File: config.mk
export PLATFORM = sky130hd
export DESIGN_NAME = fpu_issue_ctrl
export DESIGN_NICKNAME = d
export VERILOG_FILES = /design/src/rtl/fpu_pkg.sv /design/src/rtl/fpu_rm_resolve.sv /design/src/rtl/fpu_issue_ctrl.sv
export SDC_FILE = /design/constraint.sdc
export NUM_CORES = 1
export LEC_CHECK = 0
export ABC_AREA = 1
export CORE_MARGIN = 10
export CORE_UTILIZATION = 25
export CTS_CLUSTER_SIZE = 28
export DETAILED_ROUTE_END_ITERATION = 8
export PLACE_DENSITY = 0.66
export REMOVE_ABC_BUFFERS = 1
export SKIP_CTS_REPAIR_TIMING = 1
export SKIP_LAST_GASP = 1
export SLEW_MARGIN = 10
export SYNTH_ARGS = -nofsm -noshare
export SYNTH_HDL_FRONTEND = slang
export SYNTH_HIERARCHICAL = 1
export SYNTH_SLANG_ARGS = --single-unit
File: constraint.sdc
create_clock -name clk -period 2 [get_ports clk]
set_input_delay 0.4 -clock clk [delete_from_list [all_inputs] [get_ports clk]]
set_output_delay 0.4 -clock clk [all_outputs]
set_load 0.005 [all_outputs]
File: src/rtl/fpu_pkg.sv
// Shared FPU issue definitions: opcodes, rounding modes, flag indices, FSM states.
package fpu_pkg;

    localparam int unsigned FUNC7_W = 7;
    localparam int unsigned FUNC3_W = 3;
    localparam int unsigned FLAGS_W = 5;

    localparam logic [FUNC7_W-1:0] FADD_S   = 7'b0000000;
    localparam logic [FUNC7_W-1:0] FADD_D   = 7'b0000001;
    localparam logic [FUNC7_W-1:0] FSUB_S   = 7'b0000100;
    localparam logic [FUNC7_W-1:0] FSUB_D   = 7'b0000101;
    localparam logic [FUNC7_W-1:0] FCMP_S   = 7'b1010000;
    localparam logic [FUNC7_W-1:0] FCMP_D   = 7'b1010001;
    localparam logic [FUNC7_W-1:0] FCVT_D_S = 7'b0100001;
    localparam logic [FUNC7_W-1:0] FCVT_W_S = 7'b1100000;
    localparam logic [FUNC7_W-1:0] FCVT_D_W = 7'b1101001;

    localparam logic [FUNC3_W-1:0] RM_RNE = 3'b000;
    localparam logic [FUNC3_W-1:0] RM_RTZ = 3'b001;
    localparam logic [FUNC3_W-1:0] RM_RDN = 3'b010;
    localparam logic [FUNC3_W-1:0] RM_RUP = 3'b011;
    localparam logic [FUNC3_W-1:0] RM_RMM = 3'b100;
    localparam logic [FUNC3_W-1:0] RM_RSV5 = 3'b101;
    localparam logic [FUNC3_W-1:0] RM_RSV6 = 3'b110;
    localparam logic [FUNC3_W-1:0] RM_DYN = 3'b111;

    localparam int unsigned FLAG_NX = 0;
    localparam int unsigned FLAG_UF = 1;
    localparam int unsigned FLAG_OF = 2;
    localparam int unsigned FLAG_DZ = 3;
    localparam int unsigned FLAG_NV = 4;

    typedef logic [1:0] fsm_state_t;
    localparam fsm_state_t ST_IDLE = 2'd0;
    localparam fsm_state_t ST_EXEC = 2'd1;
    localparam fsm_state_t ST_RESP = 2'd2;

    // Compare ops carry a predicate in func3, not a rounding mode.
    function automatic logic is_cmp(input logic [FUNC7_W-1:0] f7);
        return (f7 == FCMP_S) || (f7 == FCMP_D);
    endfunction

endpackage

File: src/rtl/fpu_rm_resolve.sv
// Resolves the dynamic rounding mode and flags reserved modes as illegal.
module fpu_rm_resolve
    import fpu_pkg::*;
(
    input  logic [FUNC7_W-1:0] func7,
    input  logic [FUNC3_W-1:0] func3,
    input  logic [FUNC3_W-1:0] frm,
    output logic [FUNC3_W-1:0] func3_eff_c,
    output logic               illegal_c
);

    always_comb begin
        func3_eff_c = func3;
        illegal_c   = 1'b0;
        if (!is_cmp(func7)) begin
            if (func3 == RM_DYN) begin
                func3_eff_c = frm;
            end
            illegal_c = (func3_eff_c == RM_RSV5) || (func3_eff_c == RM_RSV6);
        end
    end

endmodule

File: src/rtl/fpu_issue_ctrl.sv
// FPU issue controller: request/response handshake, frm/fflags ownership.
// Optional: define FPU_ISSUE_NANBOX_EN to NaN-box FADD_S/FSUB_S results.
module fpu_issue_ctrl
    import fpu_pkg::*;
#(
    parameter int unsigned LAT   = 1,
    parameter int unsigned TAG_W = 4
) (
    input  logic               clk,
    input  logic               rst_n,
    input  logic               req_valid,
    output logic               req_ready,
    input  logic [TAG_W-1:0]   req_tag,
    input  logic [6:0]         req_func7,
    input  logic [2:0]         req_func3,
    input  logic [4:0]         req_rs2,
    input  logic [63:0]        req_op_a,
    input  logic [63:0]        req_op_b,
    output logic [6:0]         fpu_func7,
    output logic [2:0]         fpu_func3,
    output logic [4:0]         fpu_rs2,
    output logic [63:0]        fpu_operand_a,
    output logic [63:0]        fpu_operand_b,
    input  logic [63:0]        fpu_result_out,
    input  logic               fpu_flag_invalid,
    input  logic               fpu_flag_divbyzero,
    input  logic               fpu_flag_overflow,
    input  logic               fpu_flag_underflow,
    input  logic               fpu_flag_inexact,
    input  logic               fpu_flag_cmp,
    output logic               resp_valid,
    input  logic               resp_ready,
    output logic [TAG_W-1:0]   resp_tag,
    output logic [63:0]        resp_result,
    output logic               resp_cmp,
    output logic [4:0]         resp_flags,
    output logic               resp_illegal,
    input  logic               csr_we,
    input  logic [7:0]         csr_wdata,
    output logic [2:0]         csr_frm,
    output logic [4:0]         csr_fflags
);

    localparam int unsigned CNT_W = (LAT > 1) ? $clog2(LAT) : 1;

    fsm_state_t       state, state_nx;
    logic [CNT_W-1:0] cnt, cnt_nx;
    logic             req_ready_nx, resp_valid_nx, resp_cmp_nx, resp_illegal_nx;
    logic [6:0]       fpu_func7_nx;
    logic [2:0]       fpu_func3_nx, csr_frm_nx;
    logic [4:0]       fpu_rs2_nx, resp_flags_nx, csr_fflags_nx, flags_in;
    logic [63:0]      fpu_operand_a_nx, fpu_operand_b_nx, resp_result_nx, result_cap;
    logic [TAG_W-1:0] resp_tag_nx;
    logic [2:0]       rm_func3_c;
    logic             rm_illegal_c;

    fpu_rm_resolve u_rm_resolve (
        .func7       (req_func7),
        .func3       (req_func3),
        .frm         (csr_frm),
        .func3_eff_c (rm_func3_c),
        .illegal_c   (rm_illegal_c)
    );

    // Flag vector and (optionally NaN-boxed) result presented by the FPU.
    always_comb begin
        flags_in          = '0;
        flags_in[FLAG_NV] = fpu_flag_invalid;
        flags_in[FLAG_DZ] = fpu_flag_divbyzero;
        flags_in[FLAG_OF] = fpu_flag_overflow;
        flags_in[FLAG_UF] = fpu_flag_underflow;
        flags_in[FLAG_NX] = fpu_flag_inexact;
        result_cap        = fpu_result_out;
`ifdef FPU_ISSUE_NANBOX_EN
        if ((fpu_func7 == FADD_S) || (fpu_func7 == FSUB_S)) begin
            result_cap[63:32] = 32'hFFFF_FFFF;
        end
`endif
    end

    // Next-state and next-output logic.
    always_comb begin
        state_nx         = state;
        cnt_nx           = cnt;
        fpu_func7_nx     = fpu_func7;
        fpu_func3_nx     = fpu_func3;
        fpu_rs2_nx       = fpu_rs2;
        fpu_operand_a_nx = fpu_operand_a;
        fpu_operand_b_nx = fpu_operand_b;
        resp_tag_nx      = resp_tag;
        resp_result_nx   = resp_result;
        resp_cmp_nx      = resp_cmp;
        resp_flags_nx    = resp_flags;
        resp_illegal_nx  = resp_illegal;
        csr_frm_nx       = csr_frm;
        csr_fflags_nx    = csr_fflags;

        if (csr_we) begin
            csr_frm_nx    = csr_wdata[7:5];
            csr_fflags_nx = csr_wdata[4:0];
        end

        case (state)
            ST_IDLE: begin
                if (req_valid && req_ready) begin
                    fpu_func7_nx     = req_func7;
                    fpu_func3_nx     = rm_func3_c;
                    fpu_rs2_nx       = req_rs2;
                    fpu_operand_a_nx = req_op_a;
                    fpu_operand_b_nx = req_op_b;
                    resp_tag_nx      = req_tag;
                    if (rm_illegal_c) begin
                        state_nx        = ST_RESP;
                        resp_illegal_nx = 1'b1;
                        resp_result_nx  = '0;
                        resp_flags_nx   = '0;
                        resp_cmp_nx     = 1'b0;
                    end else begin
                        state_nx = ST_EXEC;
                        cnt_nx   = CNT_W'(LAT - 1);
                    end
                end
            end
            ST_EXEC: begin
                if (cnt == '0) begin
                    resp_result_nx = result_cap;
                    resp_cmp_nx    = fpu_flag_cmp;
                    resp_flags_nx  = flags_in;
                    csr_fflags_nx  = csr_fflags_nx | flags_in;
                    state_nx       = ST_RESP;
                end else begin
                    cnt_nx = cnt - CNT_W'(1);
                end
            end
            ST_RESP: begin
                if (resp_ready) begin
                    state_nx        = ST_IDLE;
                    resp_illegal_nx = 1'b0;
                end
            end
            default: state_nx = ST_IDLE;
        endcase

        req_ready_nx  = (state_nx == ST_IDLE);
        resp_valid_nx = (state_nx == ST_RESP);
    end

    // req_ready stays low through reset and rises on the first edge after release.
    always_ff @(posedge clk or negedge rst_n) begin
        if (!rst_n) begin
            state         <= ST_IDLE;
            cnt           <= '0;
            req_ready     <= 1'b0;
            resp_valid    <= 1'b0;
            fpu_func7     <= '0;
            fpu_func3     <= '0;
            fpu_rs2       <= '0;
            fpu_operand_a <= '0;
            fpu_operand_b <= '0;
            resp_tag      <= '0;
            resp_result   <= '0;
            resp_cmp      <= 1'b0;
            resp_flags    <= '0;
            resp_illegal  <= 1'b0;
            csr_frm       <= '0;
            csr_fflags    <= '0;
        end else begin
            state         <= state_nx;
            cnt           <= cnt_nx;
            req_ready     <= req_ready_nx;
            resp_valid    <= resp_valid_nx;
            fpu_func7     <= fpu_func7_nx;
            fpu_func3     <= fpu_func3_nx;
            fpu_rs2       <= fpu_rs2_nx;
            fpu_operand_a <= fpu_operand_a_nx;
            fpu_operand_b <= fpu_operand_b_nx;
            resp_tag      <= resp_tag_nx;
            resp_result   <= resp_result_nx;
            resp_cmp      <= resp_cmp_nx;
            resp_flags    <= resp_flags_nx;
            resp_illegal  <= resp_illegal_nx;
            csr_frm       <= csr_frm_nx;
            csr_fflags    <= csr_fflags_nx;
        end
    end

endmodule
* Word level (Yosys, flattened, before mapping)
Cells that the tools add are included. Widths: inputs -> output; s select.
Word-level totals: word-level logic and storage cells 74, register bits 231
Cells by class: bitwise logic cells 1, equal/unequal tests 13, add/sub/neg operators 1, reductions and logical operators 11, mux-type cells 32
Operators by type and width (count):
- $mux 64 | 3
- $pmux 64 s2 | 1
- $mux 5 | 6
- $eq 7x7->1 const B | 2
- $mux 1 | 10
- $ne 2x2->1 const B | 5
- $pmux 5 s2 | 1
- $eq 3x3->1 const B | 3
- $mux 3 | 3
- $mux 2 | 4
- $reduce_and 4->1 | 2
- $pmux 1 s2 | 3
- $pmux 2 s3 | 1
- $or 5x5->5 | 1
- $eq 2x2->1 const B | 2
- $logic_not 2->1 | 2
- $reduce_bool 2->1 | 2
- $reduce_and 3->1 | 1
- $eq 2x1->1 const B | 1
- $logic_or 1x1->1 | 2
- $reduce_and 2->1 | 1
- $logic_and 1x1->1 | 1
- $sub 1x1->1 const B | 1

* Depth between registers and ports, before layout
Gate-level depths: netlist of the first run.
depth after elaboration 10, depth in mapped cells 12, gate-level depth less buffers 11

* Cells and area by module
Netlist of the first run, hierarchy kept.
Modules (own cells, without submodules):
- fpu_issue_ctrl | cells each 979, instances 1, seq. area each 5755.5 sq um, area each 8684.6 sq um
- fpu_rm_resolve | cells each 23, instances 1, seq. area each 0.0 sq um, area each 102.6 sq um

* Least setup slack after synthesis of the first run
No wires, ideal clock.
kind input to register, start point input port req_func7[6], end point register resp_flags[0], cell stages on the path 10, library setup time 0.117 ns, setup slack 0.534 ns, arrival time 1.349 ns, cells stage by stage nand2_1 nand3b_1 nand3_1 nor2_1 nand3_1 nand2_1 nand2_1 buf_2 nand2_1 nand2_1
Between the ends: longest elaborated chain between the ends 5, elaborated cells between the ends (all ways) 6, those cells by class eq/ne: 3; mux: 1; reduce/logical: 2
RTL lines:
- from (decl) | RTL line fpu_issue_ctrl.sv:14 | input logic [6:0] req_func7,
- $eq 7x7->1 | RTL line fpu_pkg.sv:40 | return (f7 == FCMP_S) || (f7 == FCMP_D);
- $logic_or 1x1->1 (*) | RTL line fpu_pkg.sv:40
- $mux 1 (*) | RTL line fpu_rm_resolve.sv:15 | if (!is_cmp(func7)) begin
- via rm_illegal_c | RTL line fpu_issue_ctrl.sv:55 | logic rm_illegal_c;
- $ne 2x2->1 (no source line) (*)
- $reduce_and 4->1 (no source line) (*)
- to (signal assigned) | RTL line fpu_issue_ctrl.sv:180 | resp_flags <= resp_flags_nx;
- to (decl) | RTL line fpu_issue_ctrl.sv:36 | output logic [4:0] resp_flags,
Mark *: on every way through the listed nets, which the timed path passes. The rest lies on a longest branch. A chain may end at the register's enable or synchronous reset.

* Worst setup path in the final report of the first run
start point register resp_result[7], end point output port resp_result[7]
RTL lines:
- from (decl) | RTL line fpu_issue_ctrl.sv:34 | output logic [63:0] resp_result,
- from (signal assigned) | RTL line fpu_issue_ctrl.sv:178 | resp_result <= resp_result_nx;
No word-level cell between the ends.

==> flow_metrics.tcl, run 1 <==
set metrics [dict create \
    outcome "complete, no violations" \
    rows 68 \
    area_delta_synth_final_pct 68.5 \
    grt_usage 0.148 \
    cts-buffers-inserted 25 \
    final_cell_mix "nand2_1, clkdlybuf4s50_1, dfrtp_1" \
    synth.yosys.warnings 6 \
    die_height_um 207 \
    clkSinkCount 230 \
    maximum_fanout_along_the_worst_path 2 \
    regToRegStartpoint "csr_frm[1]" \
    clk_root_buffer_cell "clkbuf_16" \
    dieWidth_um 207 \
    timing.critical_path.max_delay_family "buffers and inverters" \
    critPathLaunchType "flip-flop" \
    p_sw_frac 0.327 \
    fin_nets 1700 \
    crit_buf_inv 1 \
    actual_slew_at_the_worst_max_slew_pin_ps 562 \
    critPathLaunch "resp_result[7]" \
    maxCapViolations 0 \
    syn_area_um2 8790 \
    internal_power_w 0.0146 \
    cp_cell_sequence "clkdlybuf4s50_1" \
    min-delay-path-class "in2async" \
    total_neg_setup_slack_ps 0 \
    cp.arrival_ps 1530 \
    finClkSkew_ps 6.50 \
    clock.fmax_mhz 518 \
    p_leak_nw 7.31 \
    via_count 8178 \
    wirelength_um 33400 \
    grt_start_max_net_pins 83 \
    timing.setup.critical_path_class "reg2out" \
    initial_antenna_violation_count 0 \
    finalCritPeriodShare 0.966 \
    cp_slowest_cell "clkdlybuf4s50_1" \
    cts.path.max_buffers 3 \
    timing_hold_violations_final 0 \
    setup_repair_after_global_routing_missed_its_margin "no" \
    globalplace.congestion 0.814 \
    critical-path-max-stage-delay_ps 550 \
    sequentialPowerShare 0.372 \
    syn_area_per_cell_um2 8.77 \
    end_kind "output port" \
    number_of_h_tree_levels 1 \
    finalCriticalPeriod_ps 1930 \
    remaining_drc_errors 0 \
    timing.critical_path.required_ps 1600 \
    routedWlPerCell_um 17.2 \
    ant_nets 0 \
    worst_ir_drop_vdd_mv 0.815 \
    report.final.slew_viol_count 0 \
    cts_tree "done" \
    net-switching-power_w 0.00707 \
    comb_power_share 0.425 \
    dp_hpwl_um 26000 \
    setup_viol 0 \
    max-slew-margin-rel 0.624 \
    cell_area_after_placement_um2 14000 \
    io_pins 458 \
    routed_via_density 4.22 \
    placeableCoreArea_um2 34600 \
    count_of_mapped_cells_out_of_synthesis 1002 \
    starting_density 0.254 \
    clk_pin_slew_ps 60 \
    synth.lib_cells_used.distinct 15 \
    die_outline_area_um2 43000 \
    layout-drive-gt1-share 0.0459 \
    insertedDiodeCount 0 \
    first_iter_violations 318 \
    seq_total_area_yosys 0.655 \
    worstSkewPairLatency_ps 520 \
    detailedRoute.firstPassIterationCount 5 \
    clockPowerShare 0.202 \
    ys_ff_latch 230 \
    cellPowerDensity_nw_per_um2 1460 \
    io_buffers 457 \
    grt-ovfl-total 0 \
    grt_first_pass_wirelength_um 51600 \
    total_of_fill_cells_in_the_finished_design 3388 \
    ff_latch_area_um2 5760 \
    stdcell_area_um2 14800 \
    multi_input_gate_area_um2 2710 \
    number_of_global_route_vias_before_repair 8556 \
    mostFrequentLayoutCell "nand2_1" \
]
==> layer usage <==
layer / wire length (um) / up-vias / track usage
met5: 0 / - / 0
met4: 799 / 0 / 0.0346
met3: 3840 / 38 / 0.0704
met2: 15000 / 369 / 0.237
met1: 13700 / 3840 / 0.174
li1: - / 3931 / -
==> kinds of logic after synthesis <==
logic type,after synthesis,share of synthesized area
AND/OR/NAND/NOR,704,0.303
flip-flops,230,0.655
buffers and inverters,63,0.0383
AO/OA/AOI/OAI,5,0.00342
==> cell type report <==
cell class | count | share of cell area
sequential | 230 | 0.389
timing repair buffer | 488 | 0.334
multi-input combinational | 709 | 0.183
clock buffer | 38 | 0.0489
tap | 455 | 0.0384
inverter | 16 | 0.00422
clock inverter | 2 | 0.00262
==> sequential cells by signal (all words and copies together), names as in the netlist, 2 cells and up <==
name / count
fpu_operand_a: 64
fpu_operand_b: 64
resp_result: 64
fpu_func7: 7
csr_fflags: 5
fpu_rs2: 5
resp_flags: 5
resp_tag: 4
csr_frm: 3
fpu_func3: 3
state: 2
==> metrics by stage <==
step                worst slack [ps]  std cells  utilization  total power, W  hold slack, ps
floorplan                      -1880        955            -          0.0108             104
global placement                -121       1897        0.405          0.0173             355
detailed placement              -195       1897        0.405          0.0175             348
CTS                             49.7       1937        0.427          0.0221            -225
global route                    33.1       1938        0.428          0.0232             402
finish                          67.8       1938        0.428          0.0216             396
==> power groups by stage <==
stage | logic (W) | registers [W] | clock network (W)
3_5_place_dp | 0.00943 | 0.00809 | 0
6_report | 0.00919 | 0.00806 | 0.00438
4_1_cts | 0.00945 | 0.00808 | 0.00454
2_1_floorplan | 0.00263 | 0.00814 | 0
3_3_place_gp | 0.00931 | 0.00804 | 0
5_1_grt | 0.0101 | 0.00831 | 0.00472
==> synth_stat cells, drive strengths merged <==
master / number / area [um2]
inv: 16 / 60.1
nand3: 9 / 45.0
buf: 39 / 246
dfrtp: 230 / 5760
a21oi: 2 / 10.0
nor2: 9 / 41.3
nand3b: 1 / 7.51
a21boi: 2 / 15.0
clkbuf: 8 / 30.0
nand2: 685 / 2570
o21ai: 1 / 5.00
==> worst paths after layout <==
| kind | endpoint | slack (ps) | cells after the start |
|---|---|---|---|
| max | resp_result[7] | 70 | 1 |
| min | fpu_operand_a[37] | 400 | 2 |
| max reg2reg | resp_result[15] | 310 | 12 |
| min reg2reg | fpu_operand_a[26] | 460 | 2 |
| max in group asynchronous | resp_result[63] | 970 | 3 |
| min in group clk | fpu_operand_a[37] | 410 | 3 |
Power figures use the tool's default switching activity.
==> inputs of run 2 (changes only) <==
Settings changed: RECOVER_POWER set to 100.
==> run 2 against run 1 <==
  * Worst setup slack better by 1.3 ps
  * Cell area fell by 0.47%
  * Power shrank 4.5%
  * Sequential share of layout area is 0.18 points higher
  * First-iteration DRC count increased by 0.94%
  * Largest power group unchanged
  * Clock power about the same
==> flow_metrics.tcl, run 2 (synthesized netlist as in run 1, its figures left out) <==
set metrics [dict create \
    remaining_drc_errors 0 \
    starting_density 0.254 \
    layout-drive-gt1-share 0.0452 \
    timing.setup.critical_path_class "reg2out" \
    critical_path_depth 1 \
    p_leak_nw 7.68 \
    wirelength_um 33300 \
    critPathLaunchType "flip-flop" \
    io_buffers 457 \
    mostFrequentLayoutCell "nand2_1" \
    routed_via_density 4.21 \
    cp_cell_sequence "clkdlybuf4s50_1" \
    setup_viol 0 \
    routedWlPerCell_um 17.2 \
    placeableCoreArea_um2 34600 \
    area_delta_synth_final_pct 67.7 \
    report.final.slew_viol_count 0 \
    via_count 8153 \
    critical-path-max-stage-delay_ps 550 \
    cp.arrival_ps 1530 \
    first_iter_violations 321 \
    postLayoutSetupSlackWorst_ps 69.1 \
    actual_slew_at_the_worst_max_slew_pin_ps 1390 \
    initial_antenna_violation_count 0 \
    detailedRoute.firstPassIterationCount 5 \
    outcome "complete, no violations" \
    design_power_total_w 0.0207 \
    dieWidth_um 207 \
    number_of_h_tree_levels 1 \
    min_path_cells 3 \
    globalplace.congestion 0.814 \
    clkSinkCount 230 \
    clk_root_buffer_cell "clkbuf_16" \
    fin_nets 1700 \
    die_height_um 207 \
    largestRegisters "fpu_operand_a: 64 flops, fpu_operand_b: 64 flops, resp_result: 64 flops" \
    crit_buf_inv 1 \
    maxCapViolations 0 \
    timing.critical_path.required_ps 1600 \
    clk_pin_slew_ps 60 \
    grt_first_pass_wirelength_um 51600 \
    rows 68 \
    finClkSkew_ps 5.52 \
    number_of_global_route_vias_before_repair 8556 \
    grt_usage 0.148 \
    end_kind "output port" \
    setup_repair_after_global_routing_missed_its_margin "no" \
    cell_area_after_placement_um2 14000 \
    pre_cts_worst_setup_slack_ps -195 \
    maximum_fanout_along_the_worst_path 2 \
    finalCriticalPeriod_ps 1930 \
    dp_hpwl_um 26000 \
    ant_nets 0 \
    max-slew-margin-rel 0.0701 \
    cts.path.max_buffers 3 \
    cts-buffers-inserted 25 \
    finalCritPeriodShare 0.965 \
    total_neg_setup_slack_ps 0 \
    io_pins 458 \
    grt_start_max_net_pins 83 \
    timing_hold_violations_final 0 \
    min-delay-path-class "in2reg" \
    clock.fmax_mhz 518 \
    worst_ir_drop_vdd_mv 0.771 \
    final_cell_mix "nand2_1, clkdlybuf4s50_1, dfrtp_1" \
    grt-ovfl-total 0 \
    timing.hold.ws_ps 413 \
    cp_slowest_cell "clkdlybuf4s50_1" \
    stdcell_area_um2 14700 \
    cellPowerDensity_nw_per_um2 1400 \
    worstSkewPairLatency_ps 520 \
    timing.critical_path.max_delay_family "buffers and inverters" \
    insertedDiodeCount 0 \
    worstRegToRegCells 8 \
    cts_tree "done" \
    die_outline_area_um2 43000 \
]
==> run 2: changes by cell type in the layout (fill, tap and decap cells not counted), sizes merged <==
cell,change
buf,-5
clkbuf,+5
clkdlybuf4s50,-218
dlygate4sd3,+218
==> run 2: layout make-up <==
cell class / count / area (um2)
fill: 3395 / 19900
sequential: 230 / 5760
timing repair buffer: 488 / 4890
tap: 455 / 569
clock buffer: 38 / 724
inverter: 16 / 62.6
multi-input combinational: 709 / 2700
clock inverter: 2 / 38.8
==> run 2: where the power goes <==
part	switching, W	total (W)	internal, W
logic	0.00402	0.00833	0.00431
registers	0.00114	0.00795	0.00681
clock network	0.00178	0.00437	0.00259
total	0.00694	0.0207	0.0137
==> run 2: stage by stage <==
step | utilization | cells
global placement | 0.405 | 1897
floorplan | - | 955
detailed placement | 0.405 | 1897
finish | 0.426 | 1938
CTS | 0.427 | 1937
global route | 0.426 | 1938
==> run 2: final timing paths <==
check | to | start | slack (ps)
worst max-delay path | resp_result[7] | resp_result[7] | 70
worst min-delay path | fpu_operand_a[37] | req_op_a[37] | 410
worst max register to register | fpu_operand_a[31] | state[1] | 170
worst min register to register | fpu_operand_a[26] | fpu_operand_a[26] | 460
max in group asynchronous | fpu_operand_a[48] | rst_n | 260
min in group asynchronous | fpu_operand_a[37] | rst_n | 760
==> run 2: routing by layer <==
layer | part of all wire | up-vias | global-route usage
li1 | - | 3943 | -
met1 | 0.41 | 3809 | 0.174
met2 | 0.45 | 363 | 0.237
met3 | 0.12 | 38 | 0.0704
met4 | 0.024 | 0 | 0.0346
met5 | 0 | - | 0
==> inputs of run 3 (changes only) <==
Settings changed: CAP_MARGIN set to 30, MAX_ROUTING_LAYER set to met4.
==> run 3 against run 2 <==
  * Worst hold slack barely moved
  * Sequential power is essentially flat
  * Combinational power barely moved
  * Flip-flop and latch count unchanged
  * Non-clock buffer count unchanged
  * Power about the same
  * Critical path type unchanged
==> flow_metrics.tcl, run 3 (synthesized netlist as in run 1, its figures left out) <==
set metrics [dict create \
    io_buffers 457 \
    final_cell_mix "nand2_1, clkdlybuf4s50_1, dfrtp_1" \
    layout-drive-gt1-share 0.0452 \
    crit_buf_inv 1 \
    max-slew-margin-rel 0.0710 \
    internal_power_w 0.0137 \
    wirelength_um 33300 \
    clockPowerShare 0.212 \
    finalCritPeriodShare 0.966 \
    number_of_global_route_vias_before_repair 8591 \
    fin_nets 1700 \
    report.final.slew_viol_count 0 \
    timing.critical_path.required_ps 1600 \
    finClkSkew_ps 7.84 \
    maxCapViolations 0 \
    dieWidth_um 207 \
    io_pins 458 \
    ant_nets 0 \
    number_of_h_tree_levels 1 \
    routedWlPerCell_um 17.2 \
    total_of_fill_cells_in_the_finished_design 3394 \
    dp_hpwl_um 26000 \
    cellPowerDensity_nw_per_um2 1400 \
    postLayoutSetupSlackWorst_ps 67.6 \
    timing.critical_path.max_delay_family "buffers and inverters" \
    pre_cts_worst_setup_slack_ps -195 \
    placeableCoreArea_um2 34600 \
    clkSinkCount 230 \
    cts-buffers-inserted 25 \
    rows 68 \
    grt_first_pass_wirelength_um 51400 \
    net-switching-power_w 0.00694 \
    p_sw_frac 0.336 \
    detailedRoute.firstPassIterationCount 6 \
    largestRegisters "fpu_operand_a: 64 flops, fpu_operand_b: 64 flops, resp_result: 64 flops" \
    timing.hold.ws_ps 413 \
    cp_slowest_cell "clkdlybuf4s50_1" \
    clk_pin_slew_ps 60 \
    worstSkewPairLatency_ps 520 \
    finalCriticalPeriod_ps 1930 \
    p_leak_nw 7.68 \
    actual_slew_at_the_worst_max_slew_pin_ps 1390 \
    timing.setup.critical_path_class "reg2out" \
    sequentialPowerShare 0.385 \
    remaining_drc_errors 0 \
    cp_cell_sequence "clkdlybuf4s50_1" \
    starting_density 0.254 \
    comb_power_share 0.403 \
    cp.arrival_ps 1530 \
    die_height_um 207 \
    setup_repair_after_global_routing_missed_its_margin "no" \
    first_iter_violations 309 \
    setup_viol 0 \
    worst_ir_drop_vdd_mv 0.776 \
    critical-path-max-stage-delay_ps 550 \
    die_outline_area_um2 43000 \
    grt_start_max_net_pins 83 \
    routed_via_density 4.21 \
    via_count 8157 \
    grt-ovfl-total 0 \
    timing_hold_violations_final 0 \
    min-delay-path-class "in2reg" \
    mostFrequentLayoutCell "nand2_1" \
    globalplace.congestion 0.826 \
    outcome "complete, no violations" \
    clk_root_buffer_cell "clkbuf_16" \
    critPathLaunchType "flip-flop" \
    cts.path.max_buffers 3 \
    initial_antenna_violation_count 1 \
    cts_tree "done" \
    maximum_fanout_along_the_worst_path 2 \
    end_kind "output port" \
    area_delta_synth_final_pct 67.8 \
    grt_usage 0.152 \
    clock.fmax_mhz 518 \
]
-- run 3: layer usage --
layer | up-vias | global-route usage | wire length, um
li1 | 3944 | - | -
met1 | 3796 | 0.173 | 13400
met2 | 376 | 0.238 | 15000
met3 | 41 | 0.0721 | 4020
met4 | 0 | 0.0346 | 796
met5 | - | - | 0
-- run 3: layout make-up --
class	count	area [um2]	area share
diodes	1	2.50	0.000170
clock buffers	38	724	0.0491
clock inverters	2	38.8	0.00263
inverters	16	62.6	0.00424
multi-input cells	709	2700	0.183
flip-flops and latches	230	5760	0.390
well taps	455	569	0.0386
repair buffers	488	4890	0.332
-- run 3: path summary, 6_finish.rpt --
path	start	end	slack, ps	cells after the start
setup reg to reg	state[1]	fpu_operand_a[31]	170	8
setup / recovery	resp_result[7]	resp_result[7]	70	1
min in group asynchronous	rst_n	fpu_operand_a[37]	760	2
hold reg to reg	fpu_operand_a[26]	fpu_operand_a[26]	460	2
max in group asynchronous	rst_n	fpu_operand_a[48]	260	3
hold / removal	fpu_result_out[36]	resp_result[36]	410	3
-- run 3: power by group through the flow --
stage | Sequential (W) | Clock [W] | Combinational (W)
6_report | 0.00796 | 0.00437 | 0.00832
5_1_grt | 0.00822 | 0.00472 | 0.00929
4_1_cts | 0.00808 | 0.00454 | 0.00945
3_5_place_dp | 0.00809 | 0 | 0.00943
3_3_place_gp | 0.00804 | 0 | 0.00931
2_1_floorplan | 0.00814 | 0 | 0.00263
-- run 3: through the flow --
step           total power (W)  std cells  utilization  setup TNS [ps]  area [um2]
6_report                0.0206       1939        0.426               0       14700
5_1_grt                 0.0222       1939        0.426               0       14700
4_1_cts                 0.0221       1937        0.427               0       14800
3_5_place_dp            0.0175       1897        0.405          -12010       14000
3_3_place_gp            0.0173       1897        0.405           -7220       14000
2_1_floorplan           0.0108        955            -         -337680        8510
